### config.mk
export PLATFORM = sky130hd
export DESIGN_NAME = uart_frame_fmt_flat
export DESIGN_NICKNAME = d
export VERILOG_FILES = /design/src/rtl/uart_frame_fmt_if.sv /design/src/rtl/uart_frame_fmt.sv /design/src/flat_wrapper.sv
export SDC_FILE = /design/constraint.sdc
export NUM_CORES = 1
export LEC_CHECK = 0
export ABC_AREA = 1
export ABC_CLOCK_PERIOD_IN_PS = 6100
export CORE_MARGIN = 5
export CORE_UTILIZATION = 41
export CTS_CLUSTER_SIZE = 20
export DETAILED_ROUTE_END_ITERATION = 7
export GPL_ROUTABILITY_DRIVEN = 1
export PLACE_DENSITY = 0.6
export REMOVE_ABC_BUFFERS = 1
export SETUP_SLACK_MARGIN = 0.4
export SYNTH_ARGS = -nofsm -noshare
export SYNTH_HDL_FRONTEND = slang
export SYNTH_SLANG_ARGS = --single-unit
### constraint.sdc
create_clock -name clk -period 6.1 [get_ports clk]
set_input_delay 0.915 -clock clk [delete_from_list [all_inputs] [get_ports clk]]
set_output_delay 0.915 -clock clk [all_outputs]
set_load 0.02 [all_outputs]
### src/rtl/uart_frame_fmt_if.sv
// Handshake bundle between the scan-code capture side, the frame formatter
// and the UART transmitter.
interface uart_frame_fmt_if #(
  parameter int MAX_BYTES = 4,
  parameter int CNT_W     = 3
);
  logic [CNT_W-1:0]       bcount;
  logic [8*MAX_BYTES-1:0] tbuf;
  logic                   start;
  logic                   ready;
  logic                   tstart;
  logic                   tready;
  logic [7:0]             tbus;
  logic                   done;
  logic                   drop;

  modport master (
    output bcount, tbuf, start, tready,
    input  ready, tstart, tbus, done, drop
  );

  modport slave (
    input  bcount, tbuf, start, tready,
    output ready, tstart, tbus, done, drop
  );
endinterface

### src/rtl/uart_frame_fmt.sv
// Formats a captured scan-code buffer into a UART character stream
// (hex-ASCII or raw, separator between bytes) terminated by CR LF.
module uart_frame_fmt #(
  parameter int         MAX_BYTES = 4,
  parameter int         CNT_W     = 3,
  parameter int         HEX_MODE  = 1,
  parameter logic [7:0] SEP       = 8'h20
) (
  input logic             clk,
  input logic             rstn,
  uart_frame_fmt_if.slave bus
);

  localparam int TOTAL_MAX = 3 * MAX_BYTES + 1;
  localparam int IDX_W     = (TOTAL_MAX > 1) ? $clog2(TOTAL_MAX) : 1;
  localparam int PER_BYTE  = (HEX_MODE != 0) ? 3 : 2;

  typedef enum logic [1:0] {
    IDLE,
    ISSUE,
    WAIT_BUSY,
    WAIT_DONE
  } state_t;

  state_t                 state_q, state_d;
  logic [8*MAX_BYTES-1:0] buf_q, buf_d;
  logic [CNT_W-1:0]       n_q, n_d;
  logic [IDX_W-1:0]       idx_q, idx_d;
  logic [7:0]             tbus_q, tbus_d;
  logic                   tstart_q, tstart_d;
  logic                   hold_q, hold_d;
  logic                   done_c;
  logic                   last_c;

  function automatic logic [7:0] hex_digit(input logic [3:0] v);
    logic [7:0] c;
    c = (v < 4'd10) ? (8'h30 + {4'h0, v}) : (8'h37 + {4'h0, v});
    return c;
  endfunction

  // Character idx of a frame of n bytes: each byte slot is PER_BYTE wide,
  // the last byte's separator slot is replaced by CR, then LF follows.
  function automatic logic [7:0] char_at(input int idx, input int n,
                                         input logic [8*MAX_BYTES-1:0] b);
    int         pos;
    int         ph;
    int         k;
    logic [7:0] byt;
    logic [7:0] c;
    byt = 8'h00;
    c   = 8'h0A;
    if (idx == PER_BYTE * n - 1) begin
      c = 8'h0D;
    end else if (idx < PER_BYTE * n - 1) begin
      pos = idx / PER_BYTE;
      ph  = idx % PER_BYTE;
      k   = n - 1 - pos;
      if (k >= 0 && k < MAX_BYTES) byt = b[8*k +: 8];
      if (HEX_MODE != 0) begin
        case (ph)
          0:       c = hex_digit(byt[7:4]);
          1:       c = hex_digit(byt[3:0]);
          default: c = SEP;
        endcase
      end else begin
        c = (ph == 0) ? byt : SEP;
      end
    end
    return c;
  endfunction

  assign last_c = (int'(idx_q) == PER_BYTE * int'(n_q));

  always_comb begin
    state_d  = state_q;
    buf_d    = buf_q;
    n_d      = n_q;
    idx_d    = idx_q;
    tbus_d   = tbus_q;
    tstart_d = 1'b0;
    hold_d   = hold_q;
    done_c   = 1'b0;
    case (state_q)
      IDLE: begin
        if (bus.start && (bus.bcount != '0)) begin
          buf_d   = bus.tbuf;
          n_d     = (bus.bcount > CNT_W'(MAX_BYTES)) ? CNT_W'(MAX_BYTES) : bus.bcount;
          idx_d   = '0;
          state_d = ISSUE;
        end
      end
      ISSUE: begin
        if (bus.tready) begin
          tbus_d   = char_at(int'(idx_q), int'(n_q), buf_q);
          tstart_d = 1'b1;
          hold_d   = 1'b0;
          state_d  = WAIT_BUSY;
        end
      end
      WAIT_BUSY: begin
        // A transmitter that never lowers tready is assumed to have taken
        // the character after two idle-looking cycles.
        if (!bus.tready || hold_q) begin
          state_d = WAIT_DONE;
        end else begin
          hold_d = 1'b1;
        end
      end
      WAIT_DONE: begin
        if (bus.tready) begin
          if (last_c) begin
            done_c  = 1'b1;
            state_d = IDLE;
          end else begin
            idx_d   = idx_q + IDX_W'(1);
            state_d = ISSUE;
          end
        end
      end
      default: state_d = IDLE;
    endcase
  end

  always_ff @(posedge clk or negedge rstn) begin
    if (!rstn) begin
      state_q  <= IDLE;
      buf_q    <= '0;
      n_q      <= '0;
      idx_q    <= '0;
      tbus_q   <= '0;
      tstart_q <= 1'b0;
      hold_q   <= 1'b0;
    end else begin
      state_q  <= state_d;
      buf_q    <= buf_d;
      n_q      <= n_d;
      idx_q    <= idx_d;
      tbus_q   <= tbus_d;
      tstart_q <= tstart_d;
      hold_q   <= hold_d;
    end
  end

  assign bus.ready  = (state_q == IDLE);
  assign bus.tstart = tstart_q;
  assign bus.tbus   = tbus_q;
  assign bus.done   = done_c;
  // done and drop are decoded from the current state so a start landing on
  // the done cycle is still seen as busy.
  assign bus.drop   = bus.start && (state_q != IDLE) && (bus.bcount != '0);

endmodule

### src/flat_wrapper.sv
// flat-port wrapper written by rule: the top's interface ports become plain ports
module uart_frame_fmt_flat 
#(
  parameter int         MAX_BYTES = 4,
  parameter int         CNT_W     = 3,
  parameter int         HEX_MODE  = 1,
  parameter logic [7:0] SEP       = 8'h20
)
  (clk, rstn, bus_bcount, bus_tbuf, bus_start, bus_tready, bus_ready, bus_tstart, bus_tbus, bus_done, bus_drop);
  uart_frame_fmt_if #(.MAX_BYTES(MAX_BYTES), .CNT_W(CNT_W)) bus_i ();
  input logic clk;
  input logic rstn;
  input wire logic [$bits(bus_i.bcount)-1:0] bus_bcount;
  input wire logic [$bits(bus_i.tbuf)-1:0] bus_tbuf;
  input wire logic [$bits(bus_i.start)-1:0] bus_start;
  input wire logic [$bits(bus_i.tready)-1:0] bus_tready;
  output wire logic [$bits(bus_i.ready)-1:0] bus_ready;
  output wire logic [$bits(bus_i.tstart)-1:0] bus_tstart;
  output wire logic [$bits(bus_i.tbus)-1:0] bus_tbus;
  output wire logic [$bits(bus_i.done)-1:0] bus_done;
  output wire logic [$bits(bus_i.drop)-1:0] bus_drop;
  assign bus_i.bcount = bus_bcount;
  assign bus_i.tbuf = bus_tbuf;
  assign bus_i.start = bus_start;
  assign bus_i.tready = bus_tready;
  assign bus_ready = bus_i.ready;
  assign bus_tstart = bus_i.tstart;
  assign bus_tbus = bus_i.tbus;
  assign bus_done = bus_i.done;
  assign bus_drop = bus_i.drop;
  uart_frame_fmt #(.MAX_BYTES(MAX_BYTES), .CNT_W(CNT_W), .HEX_MODE(HEX_MODE), .SEP(SEP)) u_core (.clk(clk), .rstn(rstn), .bus(bus_i));
endmodule
-- Word level (Yosys, flattened, before mapping)
Index checks and enable logic that the tools add are counted.
- logic and storage cells: 83
- bits of input ports: 39
- flip-flop bits (word level): 51
- order comparisons: 6
- muxes and demuxes: 29
- divide/modulo/power cells: 2
- add/sub/neg operators: 8
- equality and inequality tests: 12
- reduce and logical (&&, ||, !) cells: 17
- $mul: 1
- shift operators: 1
- operators by type and width (operator ; number):
    8-bit 2-to-1 mux ; 9
    5-bit by 3-bit divider with 32-bit output, second input constant ; 1
    32-bit by 1-bit equality test with 1-bit output, second input constant ; 1
    5-bit by 32-bit equality test with 1-bit output ; 1
    32-bit by 1-bit greater-or-equal comparator with 1-bit output, second input constant ; 1
    32-bit logical NOT ; 1
    32-bit by 4-bit less-than comparator with 1-bit output, second input constant ; 1
    5-bit by 32-bit less-than comparator with 1-bit output ; 1
    5-bit by 3-bit modulo with 32-bit output, second input constant ; 1
    32-bit by 32-bit indexed part select with 8-bit output ; 1
    32-bit by 2-bit subtractor with 32-bit output, second input constant ; 1
    32-bit subtractor ; 1
    6-bit by 4-bit adder with 7-bit output, first input constant ; 4
    8-bit case mux with 2 select lines ; 1
    4-bit 2-to-1 mux ; 3
    4-bit less-than comparator, second input constant ; 2
    1-bit 2-to-1 mux ; 8
    2-bit 2-to-1 mux ; 4
    2-bit inequality test, second input constant ; 4
    2-bit case mux with 4 select lines ; 1
    4-bit case mux with 2 select lines ; 1
    4-bit AND reduction ; 2
    2-bit nonzero test ; 3
    4-bit by 5-bit equality test with 1-bit output ; 1
    other kinds (16) ; 22

-- Longest topological paths before layout
Gate-level depths: netlist of run 1.
- depth in word-level cells: 14
- depth in mapped cells: 33
- gate-level depth less buffers: 33

-- Worst setup path after synthesis of run 1
OpenSTA, ideal clock, no wires.
- path type: register to register
- start: reg u_core.idx_q[2]
- end: reg u_core.tbus_q[4] (netlist: u_core.bus.tbus[4])
- required time: 5.977 ns
- setup time: 0.123 ns
- arrival: 4.230 ns
- buffers on the path: 1
- setup slack: 1.747 ns
- stages on the path, launching flop included: 33
- cells stage by stage: dfrtp_1 > buf_2 > ha_1 > nand2_1 > nand3_4 > nand3_4 > nand2_1 > nand2_1 > inv_1 > ha_1 > inv_1 > nand3_2 > nor2_4 > nand2_4 > ha_1 > inv_1 > fa_1 > nand2_1 > nand3b_1 > ha_1 > nor2_1 > nand3_1 > nor3_1 > nand2b_1 > inv_1 > nand3_1 > ha_1 > nand2_1 > nand3_1 > inv_1 > nor3_1 > o21ai_0 > nand2_1
- word-level cells in the longest chain between the ends: 14
- elaborated cells on any way between the ends: 27
- ends and longest elaborated chain (element ; RTL line ; source):
    start, declared ; uart_frame_fmt.sv:28 ; logic [IDX_W-1:0] idx_q, idx_d;
    start signal, assigned ; uart_frame_fmt.sv:137 ; idx_q <= idx_d;
    5-bit by 3-bit divider with 32-bit output ; uart_frame_fmt.sv:55 ; pos = idx / PER_BYTE;
    32-bit subtractor ; uart_frame_fmt.sv:57 ; k = n - 1 - pos;
    32-bit by 1-bit greater-or-equal comparator with 1-bit output / 32-bit by 4-bit less-than comparator with 1-bit output (equally long branches) ; uart_frame_fmt.sv:58 ; if (k >= 0 && k < MAX_BYTES) byt = b[8*k +: 8];
    1-bit logical AND ; uart_frame_fmt.sv:58 ;
    8-bit 2-to-1 mux ; uart_frame_fmt.sv:58 ;
    8-bit 2-to-1 mux ; uart_frame_fmt.sv:54 ; end else if (idx < PER_BYTE * n - 1) begin
    8-bit 2-to-1 mux ; uart_frame_fmt.sv:52 ; if (idx == PER_BYTE * n - 1) begin
    8-bit 2-to-1 mux ; uart_frame_fmt.sv:93 ; if (bus.tready) begin
    8-bit 2-to-1 mux ; uart_frame_fmt.sv:83 ; case (state_q)
    6-bit by 4-bit adder with 7-bit output / 4-bit less-than comparator (equally long branches) ; uart_frame_fmt.sv:37 ; c = (v < 4'd10) ? (8'h30 + {4'h0, v}) : (8'h37 + {4'h0, v});
    8-bit 2-to-1 mux ; uart_frame_fmt.sv:37 ;
    8-bit case mux with 2 select lines ; uart_frame_fmt.sv:60 ; case (ph)
    8-bit 2-to-1 mux ; uart_frame_fmt.sv:54 ;
    8-bit 2-to-1 mux (*) ; uart_frame_fmt.sv:52 ;
    end signal, assigned ; uart_frame_fmt.sv:138 ; tbus_q <= tbus_d;
    end, declared ; uart_frame_fmt.sv:29 ; logic [7:0] tbus_q, tbus_d;
Every way passes the cells marked *; elsewhere a longest branch is shown, timed or not. The select of a mux whose other input is x is not followed.
A chain may end at the register's enable or synchronous reset.

-- Final worst setup path of run 1
- start: reg u_core.idx_q[0]
- end: reg u_core.tbus_q[4] (netlist: u_core.bus.tbus[4])
The elaborated chain is that of the path after synthesis.

==> results.toml, run 1 <==
[drt]
ant_nets = 0
routed_via_density = 4.95
post_drt_wl_per_cell_um = 12.5
vias = 3608
wl_um = 9140
drt_iter0_drc = 230
first_pass_iters = 5
drc = 0

[clock_tree]
cts_setup_buffers = 0
cts_buffers = 5
ctsHoldBuffers = 0
cts_tree = "done"
clk_pin_slew_ns = 0.09
clock_sinks = 50
clock_latency_ns = 0.30
cts-root-buf = "clkbuf_8"
ctsLongestPathBuffers = 2
h-tree-depth = 2
ctsResizeCount = 0

[floorplan]
start_util_pct = 41.5
die_x_um = 109
fp.dieH_um = 109
dieArea_sq_um = 11900
std_cell_rows = 36
core_area_sq_um = 9680
ios = 51

[run_status]
status = "finished clean"

[synthesis]
syn_avg_cell_area_sq_um = 7.24
ys_ff_latch = 50
synthArstFlopShare_pct = 100
ys_seq_area_share_pct = 31.1
ys_warn_count = 0
ys_types = 49
synth_edf_count = 0
syn_area_sq_um = 4020
synth_ff_type = "dfrtp_1"
synthCells = 555

[min_path]
holdCritPathClass = "reg2reg"
min_from = "u_core.buf_q[0]"
hold_depth = 2
holdPathEnd = "u_core.buf_q[0]"

[layout]
nets = 670
final_common_cell = "nand2_1"
layout_common_cells = "154 x nand2_1, 60 x inv_1, 53 x o21ai_0"
fin_area_sq_um = 4740
drive_above_1_share_pct = 7.72
diodes = 0
post-route-util_pct = 48.9
area_growth_syn_to_layout_pct = 17.8
nFillCells = 987

[sta]
slew_headroom_pct = 46.6
timing.fmax_mhz = 197
finalMaxSlewViolations = 0
rsz0062_at_grt = "no"
setup_viol = 0
hold_ws_ns = 0.473
fin_crit_sh_pct = 83.3
clock-skew-final_ns = 0.00460
tns_ns = 0
hold_violations = 0
fin_crit_ns = 5.08
tightestPinTransition_ns = 0.800

[power_and_ir_drop]
p_switching_uw = 1390
clkPwrFrac_pct = 9.1
p_int_uw = 1260
switching_share_pct = 52.4
power_frac_comb_pct = 68.5
power_frac_seq_pct = 22.5
powerDensity_nw_per_um2 = 560
p_leak_uw = 0.00229
ir_worst_vdd_v = 0.000312

[flow_run]
drv_cap = 0

[critical_path]
path_class = "reg2reg"
worstRegToRegCells = 25
cp_max_fo = 30
arrival_ns = 5.27
crit_path_start = "u_core.idx_q[0]"
reg2reg_from = "u_core.idx_q[0]"
r2r_end = "u_core.bus.tbus[4]"
ff2ff_setup_slack_ns = 1.02
endpoint_kind = "flip-flop"
crit_required_ns = 6.29
start_kind = "flip-flop"

[place]
io_buffer_count = 49
place.gp.congestion = 0.897
dp_hpwl_um = 7090
post_dp_cell_area_sq_um = 4620

[global_routing]
grt_max_degree = 51
overflow = 0
grt.total_usage_pct = 16.3
antenna_found_initial = 0
grt_pass1_wl_um = 15800
grt_pass1_vias = 3350
[per-stage QoR]
stage	cells	worst slack [ns]	power (uW)
after floorplan	537	1.69	1940
after global placement	722	1.26	2380
after detailed placement	722	1.08	2410
after CTS	729	1.06	2670
after global routing	729	0.448	2960
final	729	1.02	2650
[sequential cells by signal, summed over array words and instances (netlist names)]
register	cells
u_core.n_q	3
u_core.state_q	2
u_core.bus.tbus	7
u_core.buf_q	32
u_core.bus.tstart	1
u_core.idx_q	4
u_core.hold_q	1
[cells in the mapped netlist, types with 2 or more instances]
cell type	instances	area (sq um)
a211o_1	2	17.5
a21oi_1	43	215
a21oi_2	2	17.5
and2_1	2	12.5
buf_2	2	10.0
clkbuf_1	14	52.6
dfrtp_1	50	1250
fa_1	2	40.0
ha_1	33	413
inv_1	60	225
inv_2	4	15.0
nand2_1	154	578
nand2_2	7	43.8
nand2_4	4	45.0
nand3_1	29	145
nand3_2	2	20.0
nand3_4	3	52.6
nand4_1	13	81.3
nor2_1	24	90.1
nor2_2	2	12.5
nor2_4	2	22.5
nor3_1	5	25.0
o211ai_1	4	30.0
o21ai_0	53	265
o22ai_1	6	37.5
o31ai_1	4	30.0
or2_2	2	12.5
xnor2_1	3	26.3
xor2_1	4	35.0
[metal layers]
metal	track usage (%)	routed length [um]	vias up
met1	23.2	4470	1624
met3	2.37	299	6
met5	0	0	-
met4	2.52	63	0
li1	-	-	1911
met2	26.7	4300	67
[power groups by stage]
stage          clock network, uW  registers, uW  logic (uW)
2_1_floorplan                  0            595        1340
3_3_place_gp                   0            603        1770
3_5_place_dp                   0            603        1810
4_1_cts                      253            598        1820
5_1_grt                      263            619        2080
6_report                     240            596        1820
[cells by family (layout without fill, tap and decap cells)]
logic type,Yosys count,after routing,share of synthesized area (%)
buffers and inverters,83,124,7.91
xor gates and xnor gates,9,9,2.61
DFF,50,50,31.1
AOI/OAI and AO/OA,123,123,17.4
adders and majority gates,35,35,11.3
other,1,1,0.0933
and+or+nand+nor,254,254,29.6
[worst max-delay path by stage]
stage | end | slack (ns) | cells after the start
2_1_floorplan | u_core.bus.tbus[4] | 1.69 | 25
3_3_place_gp | u_core.bus.tbus[4] | 1.26 | 23
3_5_place_dp | u_core.bus.tbus[2] | 1.08 | 24
4_1_cts | u_core.bus.tbus[2] | 1.06 | 26
5_1_grt | u_core.bus.tbus[0] | 0.45 | 25
6_report | u_core.bus.tbus[4] | 1.02 | 25
[worst max-delay path: stages (launching register included)]
cell,delay (ns)
dfrtp_1,0.59
inv_1,0.19
ha_1,0.25
nand2_2,0.14
nand4_1,0.15
nand2_1,0.12
inv_1,0.05
ha_1,0.16
inv_1,0.12
nand3_2,0.11
nor2_4,0.10
nand2_4,0.10
ha_1,0.83
clkinv_1,0.49
buf_4,0.31
a21oi_1,0.13
o21ai_0,0.11
nand2_1,0.13
nand2_1,0.09
ha_1,0.22
nand2_1,0.08
inv_1,0.04
nor2_1,0.15
nor3_1,0.07
o21ai_0,0.15
nand2_1,0.06
[layout make-up]
cell class	count	area [sq um]	area share, %
Timing Repair Buffer	52	508	10.7
Inverter	65	244	5.15
Sequential cell	50	1250	26.4
Tap cell	133	166	3.51
Multi-Input combinational cell	422	2450	51.8
Clock buffer	6	82.6	1.74
Clock inverter	1	30.0	0.634
Note: power is estimated with default switching activity, not from simulation.
==> run 2, diff against run 1 <==
--- a/config.mk
+++ b/config.mk
@@ -6,7 +6,7 @@
 export NUM_CORES = 1
 export LEC_CHECK = 0
 export ABC_AREA = 1
-export ABC_CLOCK_PERIOD_IN_PS = 6100
+export ABC_CLOCK_PERIOD_IN_PS = 4700
 export CORE_MARGIN = 5
 export CORE_UTILIZATION = 41
 export CTS_CLUSTER_SIZE = 20
==> constraint.sdc (replaced) <==
create_clock -name clk -period 4.7 [get_ports clk]
set_input_delay 0.705 -clock clk [delete_from_list [all_inputs] [get_ports clk]]
set_output_delay 0.705 -clock clk [all_outputs]
set_load 0.02 [all_outputs]
==> results.toml, run 2 (same netlist as run 1, synthesis figures left out) <==
[layout]
area_growth_syn_to_layout_pct = 35.1
fin_cells = 781
largest_register_ffs = 32
layout_common_cells = "146 x nand2_1, 54 x inv_1, 49 x o21ai_0"
regMostFlops = "u_core.buf_q"
final_common_cell = "nand2_1"
nets = 721
drive_above_1_share_pct = 19.8
diodes = 0
post-route-util_pct = 56.1

[critical_path]
cp_slowest_cell = "dfrtp_2"
crit_required_ns = 4.91
r2r_end = "u_core.bus.tbus[3]"
worstRegToRegCells = 35
cpMostUsedCell = "buf_6"
start_kind = "flip-flop"
arrival_ns = 4.48
cp_max_fo = 5
path_class = "reg2reg"
ff2ff_setup_slack_ns = 0.43
crit_path_max_incr_delay_ns = 0.47
endpoint_kind = "flip-flop"
reg2reg_from = "u_core.idx_q[3]"

[sta]
hold_violations = 0
setup_viol = 0
rsz0062_at_grt = "yes"
fin_crit_sh_pct = 90.8
tightestPinTransition_ns = 0.697
tns_ns = 0
timing.fmax_mhz = 234
slew_headroom_pct = 53.5
fin_crit_ns = 4.27
finalMaxSlewViolations = 0
clock-skew-final_ns = 0.00916

[floorplan]
die_x_um = 109
ios = 51
core_area_sq_um = 9680
dieArea_sq_um = 11900
std_cell_rows = 36
start_util_pct = 41.5
fp.dieH_um = 109

[clock_tree]
cts-root-buf = "clkbuf_8"
clock_latency_ns = 0.31
ctsLongestPathBuffers = 2
clk_pin_slew_ns = 0.10
cts_buffers = 5
h-tree-depth = 2
cts_tree = "done"
ctsHoldBuffers = 0
clock_sinks = 50

[min_path]
holdPathEnd = "u_core.buf_q[12]"
min_from = "u_core.buf_q[12]"
hold_depth = 2
holdCritPathClass = "reg2reg"

[global_routing]
overflow = 0
grt.total_usage_pct = 17.7
antenna_found_initial = 0
grt_max_degree = 51
grt_pass1_wl_um = 17300
grt_pass1_vias = 3710

[place]
dp_hpwl_um = 6930
dp.cells = 732
place.gp.congestion = 0.865
io_buffer_count = 49

[drt]
ant_nets = 0
first_pass_iters = 4
post_drt_wl_per_cell_um = 13.7
routed_via_density = 4.95
drc = 0
drt_iter0_drc = 199
vias = 3865
wl_um = 10700

[power_and_ir_drop]
ir_worst_vdd_v = 0.000388
powerDensity_nw_per_um2 = 726
power.total_uw = 3950
p_leak_uw = 0.00261

[flow_run]
drv_cap = 0

[run_status]
status = "finished clean"
-- run 2: metrics by stage --
stage,hold WS [ns],setup WS [ns],cell area (sq um)
2_1_floorplan,0.409,0.286,3950
3_3_place_gp,0.452,0.183,4700
3_5_place_dp,0.454,0.0315,4700
4_1_cts,0.479,0.415,5100
5_1_grt,0.504,0.283,5430
6_report,0.474,0.431,5430
-- run 2: area by class of cell --
cell class / instances / area (sq um)
flip-flops and latches: 50 / 1250
well taps: 133 / 166
multi-input cells: 422 / 2680
inverters: 65 / 258
clock inverters: 2 / 37.5
repair buffers: 103 / 966
clock buffers: 6 / 72.6
fillers: 934 / 4250
-- run 2: worst max-delay path by stage --
stage | slack (ns) | endpoint | from
detailed placement | 0.03 | u_core.bus.tbus[2] | u_core.idx_q[3]
global placement | 0.18 | u_core.bus.tbus[4] | u_core.idx_q[3]
global route | 0.28 | u_core.bus.tbus[1] | u_core.idx_q[3]
finish | 0.43 | u_core.bus.tbus[3] | u_core.idx_q[3]
floorplan | 0.29 | u_core.bus.tbus[4] | u_core.idx_q[3]
CTS | 0.42 | u_core.bus.tbus[1] | u_core.idx_q[2]
-- run 2: routing by layer --
layer | track usage, % | share of wire, % | up-vias
met4 | 4.69 | 1.9 | 0
met1 | 24.1 | 47 | 1788
met2 | 29.5 | 48 | 58
li1 | - | - | 2002
met5 | 0 | 0 | -
met3 | 2.49 | 2.8 | 17
-- run 2: critical path, delay by kind of cell (launching register included) --
kind	cells	cell delay, ns
adders and majority gates	1	0.30
buffers and inverters	20	2.08
DFF	1	0.47
and+or+nand+nor	14	1.30
-- run 2: repair_timing --
| action | 4_1_cts | 5_1_grt |
|---|---|---|
| gates resized for setup | 20 | 57 |
| endpoints found under the setup margin | 5 | 7 |
| pin swaps | 12 | 28 |
| cloned | 0 | 0 |
| setup buffers | 29 | 12 |
-- run 2: power breakdown --
group	switching, uW	internal (uW)	leakage, uW	total [uW]
combinational	1730	1150	0.00193	2880
sequential	135	622	0.000623	757
clock	153	159	0.0000514	312
total	2010	1930	0.00261	3950
